`src/rtl/alu_ctrl_pkg.sv`:
```
// Shared opcode/state types and default operand width for the board ALU controller.
package alu_ctrl_pkg;

  localparam int ALU_W = 4;

  typedef enum logic [2:0] {
    OP_ADD = 3'b000,
    OP_SUB = 3'b001,
    OP_MUL = 3'b010,
    OP_AND = 3'b011,
    OP_OR  = 3'b100,
    OP_XOR = 3'b101,
    OP_SLT = 3'b110,
    OP_EQ  = 3'b111
  } alu_op_e;

  typedef enum logic [1:0] {
    IDLE = 2'd0,
    EXEC = 2'd1,
    MUL  = 2'd2,
    DONE = 2'd3
  } alu_state_e;

endpackage

```
`src/rtl/alu_adder.sv`:
```
// W-bit ripple adder with carry-out and signed overflow; combinational, no backpressure.
module alu_adder
  import alu_ctrl_pkg::*;
#(
  parameter int W = ALU_W
) (
  input  logic [W-1:0] x,
  input  logic [W-1:0] y,
  input  logic         cin,
  output logic [W-1:0] sum,
  output logic         cout,
  output logic         overflow
);

  assign {cout, sum} = {1'b0, x} + {1'b0, y} + {{W{1'b0}}, cin};
  assign overflow    = (x[W-1] == y[W-1]) && (sum[W-1] != x[W-1]);

endmodule

```
`src/rtl/alu_ctrl.sv`:
```
// One-at-a-time ALU sequencer: non-MUL ops answer 1 cycle after accept, MUL W+1 cycles (ALU_CTRL_MUL_EN).
// Result and flags are held in DONE until out_ready; in_ready is high only in IDLE.
module alu_ctrl
  import alu_ctrl_pkg::*;
#(
  parameter int W = ALU_W
) (
  input  logic           clk,
  input  logic           rst,
  input  logic           in_valid,
  output logic           in_ready,
  input  logic [2:0]     op,
  input  logic [W-1:0]   a,
  input  logic [W-1:0]   b,
  output logic           out_valid,
  input  logic           out_ready,
  output logic [2*W-1:0] result,
  output logic           cout,
  output logic           overflow,
  output logic           zero,
  output logic           err
);

  alu_state_e     state_q, state_d;
  alu_op_e        op_q, op_d;
  logic [W-1:0]   a_q, a_d, b_q, b_d;
  logic [2*W-1:0] result_q, result_d;
  logic           out_valid_q, out_valid_d;
  logic           cout_q, cout_d, overflow_q, overflow_d;
  logic           zero_q, zero_d, err_q, err_d;
`ifdef ALU_CTRL_MUL_EN
  localparam int CW = $clog2(W + 1);
  logic [CW-1:0]  cnt_q, cnt_d;
  logic [2*W-1:0] p_q, p_d;
`endif

  logic [W-1:0] add_x, add_y, add_sum;
  logic         add_cin, add_cout, add_ovf;

  // Single shared adder: subtract-style ops feed ~b with carry-in, MUL feeds the partial product.
  always_comb begin
    add_x   = a_q;
    add_y   = b_q;
    add_cin = 1'b0;
    if (op_q != OP_ADD) begin
      add_y   = ~b_q;
      add_cin = 1'b1;
    end
`ifdef ALU_CTRL_MUL_EN
    if (state_q == MUL) begin
      add_x   = p_q[2*W-1:W];
      add_y   = b_q;
      add_cin = 1'b0;
    end
`endif
  end

  alu_adder #(.W(W)) u_adder (
    .x        (add_x),
    .y        (add_y),
    .cin      (add_cin),
    .sum      (add_sum),
    .cout     (add_cout),
    .overflow (add_ovf)
  );

  always_comb begin
    state_d     = state_q;
    op_d        = op_q;
    a_d         = a_q;
    b_d         = b_q;
    result_d    = result_q;
    out_valid_d = out_valid_q;
    cout_d      = cout_q;
    overflow_d  = overflow_q;
    zero_d      = zero_q;
    err_d       = err_q;
`ifdef ALU_CTRL_MUL_EN
    cnt_d       = cnt_q;
    p_d         = p_q;
`endif
    case (state_q)
      IDLE: begin
        if (in_valid) begin
          op_d    = alu_op_e'(op);
          a_d     = a;
          b_d     = b;
          state_d = EXEC;
`ifdef ALU_CTRL_MUL_EN
          if (alu_op_e'(op) == OP_MUL) begin
            state_d = MUL;
            cnt_d   = '0;
            p_d     = {{W{1'b0}}, a};
          end
`endif
        end
      end
      EXEC: begin
        state_d     = DONE;
        out_valid_d = 1'b1;
        result_d    = '0;
        cout_d      = 1'b0;
        overflow_d  = 1'b0;
        err_d       = 1'b0;
        case (op_q)
          OP_ADD, OP_SUB: begin
            result_d[W-1:0] = add_sum;
            cout_d          = add_cout;
            overflow_d      = add_ovf;
          end
          OP_AND:  result_d[W-1:0] = a_q & b_q;
          OP_OR:   result_d[W-1:0] = a_q | b_q;
          OP_XOR:  result_d[W-1:0] = a_q ^ b_q;
          OP_SLT:  result_d[0]     = add_sum[W-1] ^ add_ovf;
          OP_EQ:   result_d[0]     = (add_sum == '0);
          // Only an unsupported MUL can land here.
          default: err_d = 1'b1;
        endcase
        zero_d = (result_d == '0);
      end
`ifdef ALU_CTRL_MUL_EN
      MUL: begin
        if (cnt_q == CW'(W)) begin
          state_d     = DONE;
          out_valid_d = 1'b1;
          result_d    = p_q;
          zero_d      = (p_q == '0);
          cout_d      = 1'b0;
          overflow_d  = 1'b0;
          err_d       = 1'b0;
        end else begin
          p_d   = p_q[0] ? {add_cout, add_sum, p_q[W-1:1]}
                         : {1'b0, p_q[2*W-1:W], p_q[W-1:1]};
          cnt_d = cnt_q + CW'(1);
        end
      end
`endif
      DONE: begin
        if (out_ready) begin
          state_d     = IDLE;
          out_valid_d = 1'b0;
        end
      end
      default: state_d = IDLE;
    endcase
  end

  always_ff @(posedge clk or posedge rst) begin
    if (rst) begin
      state_q     <= IDLE;
      op_q        <= OP_ADD;
      a_q         <= '0;
      b_q         <= '0;
      result_q    <= '0;
      out_valid_q <= 1'b0;
      cout_q      <= 1'b0;
      overflow_q  <= 1'b0;
      zero_q      <= 1'b0;
      err_q       <= 1'b0;
`ifdef ALU_CTRL_MUL_EN
      cnt_q       <= '0;
      p_q         <= '0;
`endif
    end else begin
      state_q     <= state_d;
      op_q        <= op_d;
      a_q         <= a_d;
      b_q         <= b_d;
      result_q    <= result_d;
      out_valid_q <= out_valid_d;
      cout_q      <= cout_d;
      overflow_q  <= overflow_d;
      zero_q      <= zero_d;
      err_q       <= err_d;
`ifdef ALU_CTRL_MUL_EN
      cnt_q       <= cnt_d;
      p_q         <= p_d;
`endif
    end
  end

  assign in_ready  = (state_q == IDLE);
  assign out_valid = out_valid_q;
  assign result    = result_q;
  assign cout      = cout_q;
  assign overflow  = overflow_q;
  assign zero      = zero_q;
  assign err       = err_q;

endmodule

```
`config.mk`:
```
export PLATFORM = sky130hd
export DESIGN_NAME = alu_ctrl
export DESIGN_NICKNAME = d
export VERILOG_FILES = /design/src/rtl/alu_ctrl_pkg.sv /design/src/rtl/alu_adder.sv /design/src/rtl/alu_ctrl.sv
export SDC_FILE = /design/constraint.sdc
export NUM_CORES = 1
export LEC_CHECK = 0
export BUFFER_PORTS_ARGS = -buffer_cell sky130_fd_sc_hd__buf_2
export CORE_ASPECT_RATIO = 1.25
export CORE_MARGIN = 2
export CORE_UTILIZATION = 28
export DETAILED_ROUTE_END_ITERATION = 6
export HOLD_SLACK_MARGIN = 0.12
export SLEW_MARGIN = 5
export SYNTH_ARGS = -nofsm -noshare
export SYNTH_HDL_FRONTEND = slang
export SYNTH_SLANG_ARGS = --single-unit
```
`constraint.sdc`:
```
create_clock -name clk -period 3.77 [get_ports clk]
set_input_delay 0.377 -clock clk [delete_from_list [all_inputs] [get_ports clk]]
set_output_delay 0.377 -clock clk [all_outputs]
set_load 0.01 [all_outputs]
```
==> results.py, run 1 <==
metrics = {
    "grt": {
        "first_global_vias": 1018,
        "grtUsageTotal_pct": 10.8,
        "grt_start_max_net_pins": 23,
        "grt_pass1_wl_um": 4680,
        "gr-total-overflow": 0,
        "antenna_found_initial": 0,
    },
    "floorplan": {
        "core_um2": 4970,
        "boundaryPins": 29,
        "dieArea_um2": 5670,
        "start_util_pct": 28.6,
        "placementRows": 29,
        "dieWidth_um": 67.8,
        "die_y_um": 83.7,
    },
    "timing": {
        "setup_ws_ps": 814,
        "period_needed_ps": 2960,
        "maxSlewHeadroom_pct": 43.8,
        "setup_viol": 0,
        "fmax_ghz": 0.338,
        "hold_violations": 0,
        "fin_crit_sh_pct": 78.4,
        "finalClockSkew_ps": 1.21,
        "rsz0062_at_grt": "false",
        "setup_tns_ps": 0,
        "worst_pin_slew_ps": 842,
        "final_max_slew_viol_count": 0,
    },
    "finish": {
        "fill_cells": 524,
        "num_antenna_cells": 0,
        "stdcell_count": 235,
        "layout.nets": 201,
        "area_growth_pct": 15.0,
        "drive_gt1_share_pct": 22.0,
    },
    "cts": {
        "cts_buffer_depth": 2,
        "ctsHoldBuffers": 0,
        "htree_levels": 1,
        "cts_tree": "done",
        "postCtsSetupRepairBufs": 0,
        "cts_sinks": 22,
        "path_clk_slew_ps": 90,
        "cts_buffers": 3,
        "clock_latency_ps": 270,
        "root_buffer": "clkbuf_8",
        "cts_resized": 0,
    },
    "power": {
        "pwr-share-comb_pct": 60.2,
        "peakVddDrop_mv": 0.397,
        "power_frac_seq_pct": 29.3,
        "p_sw_uw": 771,
        "p_total_mw": 1.68,
        "powerDensity_nw_per_um2": 1020,
        "swShare_pct": 46.0,
        "clkPwrFrac_pct": 10.5,
        "internal-power_uw": 904,
        "p_leak_nw": 0.777,
    },
    "yosys": {
        "synth-adder-area-share_pct": 11.1,
        "netlist_instances": 151,
        "synth_cell_types": 41,
        "synth-xor-area-share_pct": 3.69,
        "synth_top_family_by_area": "simple AND/OR/NAND/NOR gates",
        "synth.mux.area_fraction_pct": 4.66,
        "synth-simple-area-share_pct": 18.8,
        "ys_ff_latch": 22,
        "avgSynthCellArea_um2": 9.42,
        "yosysSeqAreaShare_pct": 38.7,
        "synth_warnings": 0,
        "synth_area_um2": 1420,
        "synth_compound_area_share_pct": 15.5,
    },
    "outcome": {
        "status": "finished, final reports clean",
    },
    "route": {
        "vias": 1072,
        "vias_per_cell": 4.56,
        "ant_nets": 0,
        "drt_first_pass_iters": 4,
        "postRouteWirelength_um": 2790,
        "wire_per_inst_um": 11.9,
        "drc": 0,
        "drt_iter0_drc": 27,
    },
    "critical_path": {
        "crit_path_end_kind": "flop",
        "critPathMaxFanout": 15,
        "cp.arrival_ps": 3130,
        "cp.required_ps": 3940,
        "max_stage_delay_ps": 550,
        "reg2reg_setup_slack_ps": 810,
        "cp-start-kind": "flop",
        "worstPathCellList": "nor3_1 > xnor2_1 > fa_1 > nand2b_1 > nor4_2 > and3_1 > nor4_1 > o41ai_2",
        "crit_path_top_delay_cell": "dfrtp_1",
        "criticalPathCategory": "flop to flop",
    },
    "worst_hold_path": {
        "hold_class": "input port to async pin",
    },
    "job": {
        "cap_violations": 0,
    },
    "placement": {
        "gp_congestion": 0.823,
        "post-place-cells": 231,
        "port_buffers": 24,
        "place_hpwl_um": 2160,
        "pre_cts_slack_ps": 815,
    },
}
## per-stage QoR
step	hold slack [ps]	area (um^2)	utilization [%]
CTS	306	1640	32.9
global placement	461	1580	31.8
finish	264	1640	32.9
detailed placement	467	1580	31.8
global route	318	1640	32.9
floorplan	366	1430	-
## layout by cell type (no fill, tap or decap), drive strengths merged, types with 2 or more instances in the layout
master / n
conb: 4
mux2: 5
nand2: 21
nor2b: 3
a21oi: 7
inv: 12
and3b: 2
buf: 25
xor2: 2
nor4: 4
ha: 11
o21ai: 12
nor2: 9
clkbuf: 4
xnor2: 4
nand2b: 6
dfrtp: 22
## cell usage after synthesis
cell,instances,area (um^2)
a22o_1,1,8.76
a21oi_1,7,35.0
mux2_1,3,33.8
xnor2_1,4,35.0
nor3_1,1,5.00
and2b_2,1,8.76
o311ai_1,1,8.76
and3b_1,2,17.5
o31ai_4,1,21.3
a22oi_1,1,7.51
ha_1,11,138
mux2i_1,1,10.0
inv_1,12,45.0
a21boi_1,1,7.51
buf_4,5,37.5
mux2_2,2,22.5
nand4b_1,1,8.76
nand2_1,21,78.8
conb_1,1,3.75
o21ai_0,11,55.1
nor4_1,2,12.5
a31oi_1,1,6.26
buf_2,2,10.0
clkbuf_1,3,11.3
o211ai_1,1,7.51
o21ai_1,1,5.00
xor2_1,2,17.5
nand2b_1,6,37.5
fa_1,1,20.0
nor4b_1,1,8.76
nor4_2,2,25.0
o32ai_1,1,8.76
nor2b_1,3,18.8
dfrtp_1,22,551
o41ai_2,1,16.3
a32o_2,1,11.3
and3_1,1,6.26
a2111oi_2,1,15.0
and2_1,1,6.26
nor2_1,9,33.8
o22ai_1,1,6.26
## layout make-up
class / count / area (um^2) / area share [%]
tap: 62 / 77.6 / 4.74
clock buffer: 4 / 55.1 / 3.37
sequential: 22 / 551 / 33.7
timing repair buffer: 25 / 128 / 7.80
multi-input combinational: 110 / 779 / 47.7
inverter: 12 / 45.0 / 2.75
## path summary, 6_finish.rpt
kind	from	end	cells after the start
max	op_q[2]$_DFFE_PP0P_	result[0]$_DFFE_PP0P_	8
min	rst	err$_DFFE_PP0P_	2
min in group clk	a[1]	a_q[1]$_DFFE_PP0P_	3
max reg2reg	op_q[2]$_DFFE_PP0P_	result[0]$_DFFE_PP0P_	8
min reg2reg	out_valid$_DFFE_PP0P_	out_valid$_DFFE_PP0P_	2
max in group asynchronous	rst	op_q[2]$_DFFE_PP0P_	2
## power groups by stage
stage	clock network (mW)	logic [mW]	registers, mW
floorplan	0	0.838	0.458
global placement	0	1.02	0.492
detailed placement	0	1.02	0.498
CTS	0.181	1.02	0.493
global route	0.190	1.12	0.514
finish	0.177	1.01	0.490
## routing by layer
metal | wire length [um] | global-route usage, % | share of wire, % | vias up
li1 | - | - | - | 548
met1 | 1290 | 14.2 | 46 | 501
met2 | 1360 | 16.7 | 49 | 19
met3 | 74 | 1.21 | 2.7 | 4
met4 | 72 | 6.12 | 2.6 | 0
met5 | 0 | 0 | 0 | -
## worst max-delay path: cells and delay by family (launching register included)
family | cells | cell delay (ps)
AOI/OAI and AO/OA | 1 | 340
DFF | 1 | 550
xor gates and xnor gates | 1 | 230
adders and majority gates | 1 | 480
and+or+nand+nor | 5 | 1260
## state kept, by name, summed over array words and instances, names as in the netlist
register   count
a_q            4
b_q            4
cout           1
err            1
op_q           3
out_valid      1
overflow       1
result         4
state_q        2
zero           1
## kinds of logic after synthesis
group,after synthesis
muxes,6
and+or+nand+nor,51
adders and majority gates,12
buffers and inverters,22
AOI/OAI and AO/OA,31
xor gates and xnor gates,6
DFF,22
other,1
(Power assumes the default switching activity.)
==> inputs of run 2 (changes only) <==
- ABC_AREA: unset -> 1
- clock period: 3.77 -> 3 ns (I/O delays scaled with it)
==> results.py, run 2 <==
metrics = {
    "cts": {
        "ctsHoldBuffers": 0,
        "root_buffer": "clkbuf_8",
        "postCtsSetupRepairBufs": 0,
        "cts_sinks": 22,
        "cts_resized": 0,
        "cts_buffer_depth": 2,
        "cts_buffers": 3,
        "cts_tree": "done",
        "path_clk_slew_ps": 80,
        "clock_latency_ps": 260,
        "htree_levels": 1,
    },
    "yosys": {
        "async_reset_ff_share_pct": 100,
        "synthTopCellsByCount": "nand2_1, dfrtp_1, nor2_1",
        "synth_warnings": 0,
        "synthMostInstantiatedCell": "nand2_1",
        "synth_cell_types": 31,
        "avgSynthCellArea_um2": 8.13,
        "synth_area_um2": 1400,
        "yosysSeqAreaShare_pct": 39.4,
        "ys_ff_latch": 22,
        "netlist_instances": 172,
        "synthFlopType": "dfrtp_1",
        "yosysTopAreaCellShare_pct": 39.4,
        "yosysTopAreaCell": "dfrtp_1",
        "synth_edf_count": 0,
        "synthTopCellsByArea": "dfrtp_1, ha_1, nand2_1",
    },
    "finish": {
        "stdcell_count": 255,
        "layout_commonest_cell": "nand2_1",
        "layout.nets": 223,
        "multi_input_area_um2": 723,
        "final_cell_mix": "nand2_1, buf_2, dfrtp_1",
        "design_area_um2": 1610,
        "drive_gt1_share_pct": 22.1,
        "seqCellArea_um2": 551,
        "area_growth_pct": 14.8,
        "num_antenna_cells": 0,
        "fill_cells": 548,
    },
    "placement": {
        "post-place-cells": 251,
        "place_hpwl_um": 2210,
        "placed_cell_area_um2": 1550,
        "port_buffers": 24,
        "gp_congestion": 0.851,
        "pre_cts_slack_ps": 671,
    },
    "grt": {
        "grt_pass1_wl_um": 4720,
        "gr-total-overflow": 0,
        "first_global_vias": 1120,
        "grtUsageTotal_pct": 10.9,
        "grt_start_max_net_pins": 23,
        "antenna_found_initial": 0,
    },
    "critical_path": {
        "critPathTopFamily": "simple AND/OR/NAND/NOR gates",
        "criticalPathCategory": "flop to flop",
        "cp-start-kind": "flop",
        "crit_path_top_delay_cell": "dfrtp_1",
        "r2r_start": "op_q[2]$_DFFE_PP0P_",
        "cp.arrival_ps": 2550,
        "max_stage_delay_ps": 530,
        "critPathBufInv": 1,
        "reg2reg_setup_slack_ps": 650,
        "path_common_cell": "nand2_1",
        "cp.required_ps": 3200,
        "r2r_cells": 13,
        "reg2reg_to": "zero$_DFFE_PP0P_",
        "critPathMaxFanout": 8,
        "crit_path_end_kind": "flop",
        "worstPathCellList": "nor2_8 > nand2_1 > xor2_1 > inv_1 > fa_1 > xor2_1 > nand2_1 > nand2_1 > nor2_1 > nand2_1 > nor2_1 > nand2_1 > nand2_1",
    },
    "timing": {
        "maxSlewHeadroom_pct": 44.7,
        "final_max_slew_viol_count": 0,
        "worst_pin_slew_ps": 828,
        "setup_ws_ps": 653,
        "hold_violations": 0,
        "rsz0062_at_grt": "false",
        "finalClockSkew_ps": 2.81,
        "period_needed_ps": 2350,
        "fmax_ghz": 0.426,
        "setup_viol": 0,
        "fin_crit_sh_pct": 78.2,
        "setup_tns_ps": 0,
    },
    "floorplan": {
        "boundaryPins": 29,
        "start_util_pct": 29.4,
        "core_um2": 4760,
        "die_y_um": 83.0,
        "dieWidth_um": 67.2,
        "dieArea_um2": 5580,
        "placementRows": 28,
    },
    "route": {
        "drt_first_pass_iters": 4,
        "vias_per_cell": 4.35,
        "ant_nets": 0,
        "vias": 1108,
        "postRouteWirelength_um": 2730,
        "wire_per_inst_um": 10.7,
        "drc": 0,
        "drt_iter0_drc": 28,
    },
    "power": {
        "powerDensity_nw_per_um2": 1100,
        "p_leak_nw": 0.867,
        "peakVddDrop_mv": 0.253,
        "p_total_mw": 1.77,
    },
    "outcome": {
        "status": "finished, final reports clean",
    },
    "worst_hold_path": {
        "hold_class": "input port to async pin",
    },
    "job": {
        "cap_violations": 0,
    },
}
==> run 2: how the worst max path moves through the flow <==
stage / start / depth (start not counted) / end
after detailed placement: op_q[2]$_DFFE_PP0P_ / 13 / zero$_DFFE_PP0P_
after global placement: op_q[2]$_DFFE_PP0P_ / 13 / zero$_DFFE_PP0P_
after CTS: op_q[2]$_DFFE_PP0P_ / 13 / zero$_DFFE_PP0P_
after global routing: op_q[2]$_DFFE_PP0P_ / 13 / zero$_DFFE_PP0P_
after floorplan: op_q[2]$_DFFE_PP0P_ / 14 / zero$_DFFE_PP0P_
final: op_q[2]$_DFFE_PP0P_ / 13 / zero$_DFFE_PP0P_
==> run 2: cell type report <==
type                    instances  share of cell area (%)
flip-flops and latches         22                    34.3
multi-input cells             123                    45.0
repair buffers                 24                    7.48
clock buffers                   4                    3.43
inverters                      22                    5.14
well taps                      60                    4.67
==> run 2: metrics by stage <==
stage / hold WS, ps / utilization [%]
after floorplan: 289 / -
after global placement: 461 / 32.6
after detailed placement: 461 / 32.6
after CTS: 221 / 33.7
after global routing: 280 / 33.7
final: 192 / 33.7
==> run 2: cell families after synthesis <==
| logic type | after synthesis | synth area share, % |
|---|---|---|
| AND/OR/NAND/NOR | 77 | 26.0 |
| other | 1 | 0.268 |
| buffers and inverters | 30 | 9.75 |
| adder cells (fa/ha/maj) | 12 | 11.3 |
| flip-flops | 22 | 39.4 |
| AO/OA/AOI/OAI | 26 | 10.8 |
| XOR/XNOR | 4 | 2.50 |
==> run 2: report_power, final <==
part | internal (mW) | leakage, nW | total, mW | switching (mW)
combinational | 0.384 | 0.582 | 0.995 | 0.612
clock | 0.117 | 0.0288 | 0.213 | 0.0962
sequential | 0.431 | 0.255 | 0.561 | 0.130
==> run 2: layer usage <==
| layer | part of all wire (%) | track usage, % |
|---|---|---|
| met3 | 4.1 | 2.17 |
| met2 | 50 | 18.4 |
| met4 | 1.5 | 4.45 |
| met1 | 45 | 13.1 |
| met5 | 0 | 0 |
==> inputs of run 3 (changes only) <==
- ABC_AREA: 1 -> 0
- clock period: 3 -> 2 ns (I/O delays scaled with it)
==> results.py, run 3 (same netlist as run 1, synthesis figures left out) <==
metrics = {
    "finish": {
        "final_cell_mix": "buf_4, buf_2, nand2_1, dfrtp_1, inv_1",
        "layout_commonest_cell": "buf_4",
        "design_area_um2": 2000,
        "num_antenna_cells": 0,
        "fin_util_pct": 40.1,
        "area_growth_pct": 40.3,
        "layout.nets": 229,
        "drive_gt1_share_pct": 40.8,
        "stdcell_count": 263,
    },
    "timing": {
        "worst_pin_slew_ps": 651,
        "rsz0062_at_grt": "true",
        "finalClockSkew_ps": 7.62,
        "period_needed_ps": 2330,
        "fmax_ghz": 0.428,
        "setup_ws_ps": -334,
        "hold_violations": 0,
        "final_max_slew_viol_count": 0,
        "maxSlewHeadroom_pct": 56.5,
        "setup_viol": 6,
        "fin_crit_sh_pct": 117,
        "setup_tns_ps": -1280,
    },
    "floorplan": {
        "start_util_pct": 28.6,
        "placementRows": 29,
        "dieArea_um2": 5670,
        "dieWidth_um": 67.8,
        "boundaryPins": 29,
        "die_y_um": 83.7,
        "core_um2": 4970,
    },
    "critical_path": {
        "r2r_start": "op_q[2]$_DFFE_PP0P_",
        "cp-start-kind": "flop",
        "cp.arrival_ps": 2490,
        "reg2reg_setup_slack_ps": -330,
        "critPathMaxFanout": 4,
        "reg2reg_to": "zero$_DFFE_PP0P_",
        "criticalPathCategory": "flop to flop",
        "cp.required_ps": 2160,
        "r2r_cells": 10,
        "crit_path_end_kind": "flop",
    },
    "route": {
        "ant_nets": 0,
        "drt_first_pass_iters": 4,
        "wire_per_inst_um": 12.4,
        "postRouteWirelength_um": 3260,
        "vias_per_cell": 4.61,
        "drc": 0,
        "drt_iter0_drc": 57,
        "vias": 1212,
    },
    "cts": {
        "cts_buffers": 3,
        "cts_buffer_depth": 2,
        "root_buffer": "clkbuf_8",
        "clock_latency_ps": 270,
        "htree_levels": 1,
        "path_clk_slew_ps": 90,
        "cts_sinks": 22,
        "cts_tree": "done",
    },
    "placement": {
        "gp_congestion": 0.851,
        "post-place-cells": 254,
        "placed_cell_area_um2": 1800,
        "place_hpwl_um": 2540,
        "port_buffers": 24,
    },
    "grt": {
        "first_global_vias": 1333,
        "antenna_found_initial": 0,
        "grt_pass1_wl_um": 5780,
        "grtUsageTotal_pct": 13.4,
        "grt_start_max_net_pins": 17,
        "gr-total-overflow": 0,
    },
    "worst_hold_path": {
        "holdPathEnd": "b_q[2]$_DFFE_PP0P_",
        "min_path_cells": 3,
        "hold_class": "input port to flop",
        "hold_start": "b[2]",
    },
    "outcome": {
        "status": "complete, but fails checks",
        "failed_checks": "negative setup slack",
    },
    "job": {
        "cap_violations": 0,
    },
}
-- run 3: cell types whose count changed in the layout (fill, tap and decap cells not counted), moves of 5 or more --
| cell | change |
|---|---|
| nand2b_1 | +5 |
| a21oi_1 | -10 |
| nand2_1 | -15 |
| inv_1 | -7 |
| o21ai_0 | +6 |
| buf_4 | +27 |
| nor2_1 | -12 |
-- run 3: cell type report --
cell class / instances / area (um^2)
Multi-Input combinational cell: 110 / 912
Timing Repair Buffer: 53 / 353
Fill cell: 519 / 2980
Sequential cell: 22 / 553
Clock buffer: 4 / 55.1
Tap cell: 62 / 77.6
Inverter: 12 / 45.0
-- run 3: worst max-delay path: stages, from the launching register on --
cell	delay, ps
dfrtp_2	460
nor3_4	240
buf_4	160
xnor2_2	120
ha_4	250
a21oi_2	170
o31ai_4	110
buf_4	150
xor2_2	170
nand2b_1	150
a32o_2	260
-- run 3: worst max path at each step --
stage,start,to,depth (start not counted)
2_1_floorplan,op_q[1]$_DFFE_PP0P_,result[0]$_DFFE_PP0P_,9
3_3_place_gp,op_q[2]$_DFFE_PP0P_,result[0]$_DFFE_PP0P_,8
3_5_place_dp,op_q[1]$_DFFE_PP0P_,result[0]$_DFFE_PP0P_,8
4_1_cts,op_q[0]$_DFFE_PP0P_,zero$_DFFE_PP0P_,9
5_1_grt,op_q[2]$_DFFE_PP0P_,result[0]$_DFFE_PP0P_,8
6_report,op_q[2]$_DFFE_PP0P_,zero$_DFFE_PP0P_,10
-- run 3: what timing repair did --
action / CTS / global route
buffers inserted: 2 / 2
hold endpoints to repair: 15 / 0
pin swaps: 9 / 5
hold buffers: 1 / 0
setup endpoints to repair: 6 / 7
gates resized for setup: 10 / 5
-- run 3: metrics by stage --
step / setup slack (ps) / hold WS [ps]
finish: -334 / 124
global route: -484 / 144
CTS: -349 / 124
detailed placement: -380 / 342
global placement: -386 / 330
floorplan: -449 / 189
-- run 3: per-layer routing --
metal	track usage, %	up-vias	routed length, um
met3	1.89	6	114
met5	0	-	0
met1	15.0	578	1330
met2	23.6	28	1740
met4	6.49	0	76
li1	-	600	-
Power of run 3 is left out: the tool's default activity adds up to more than one toggle a clock period on the data nets, which glitch-free logic cannot reach.
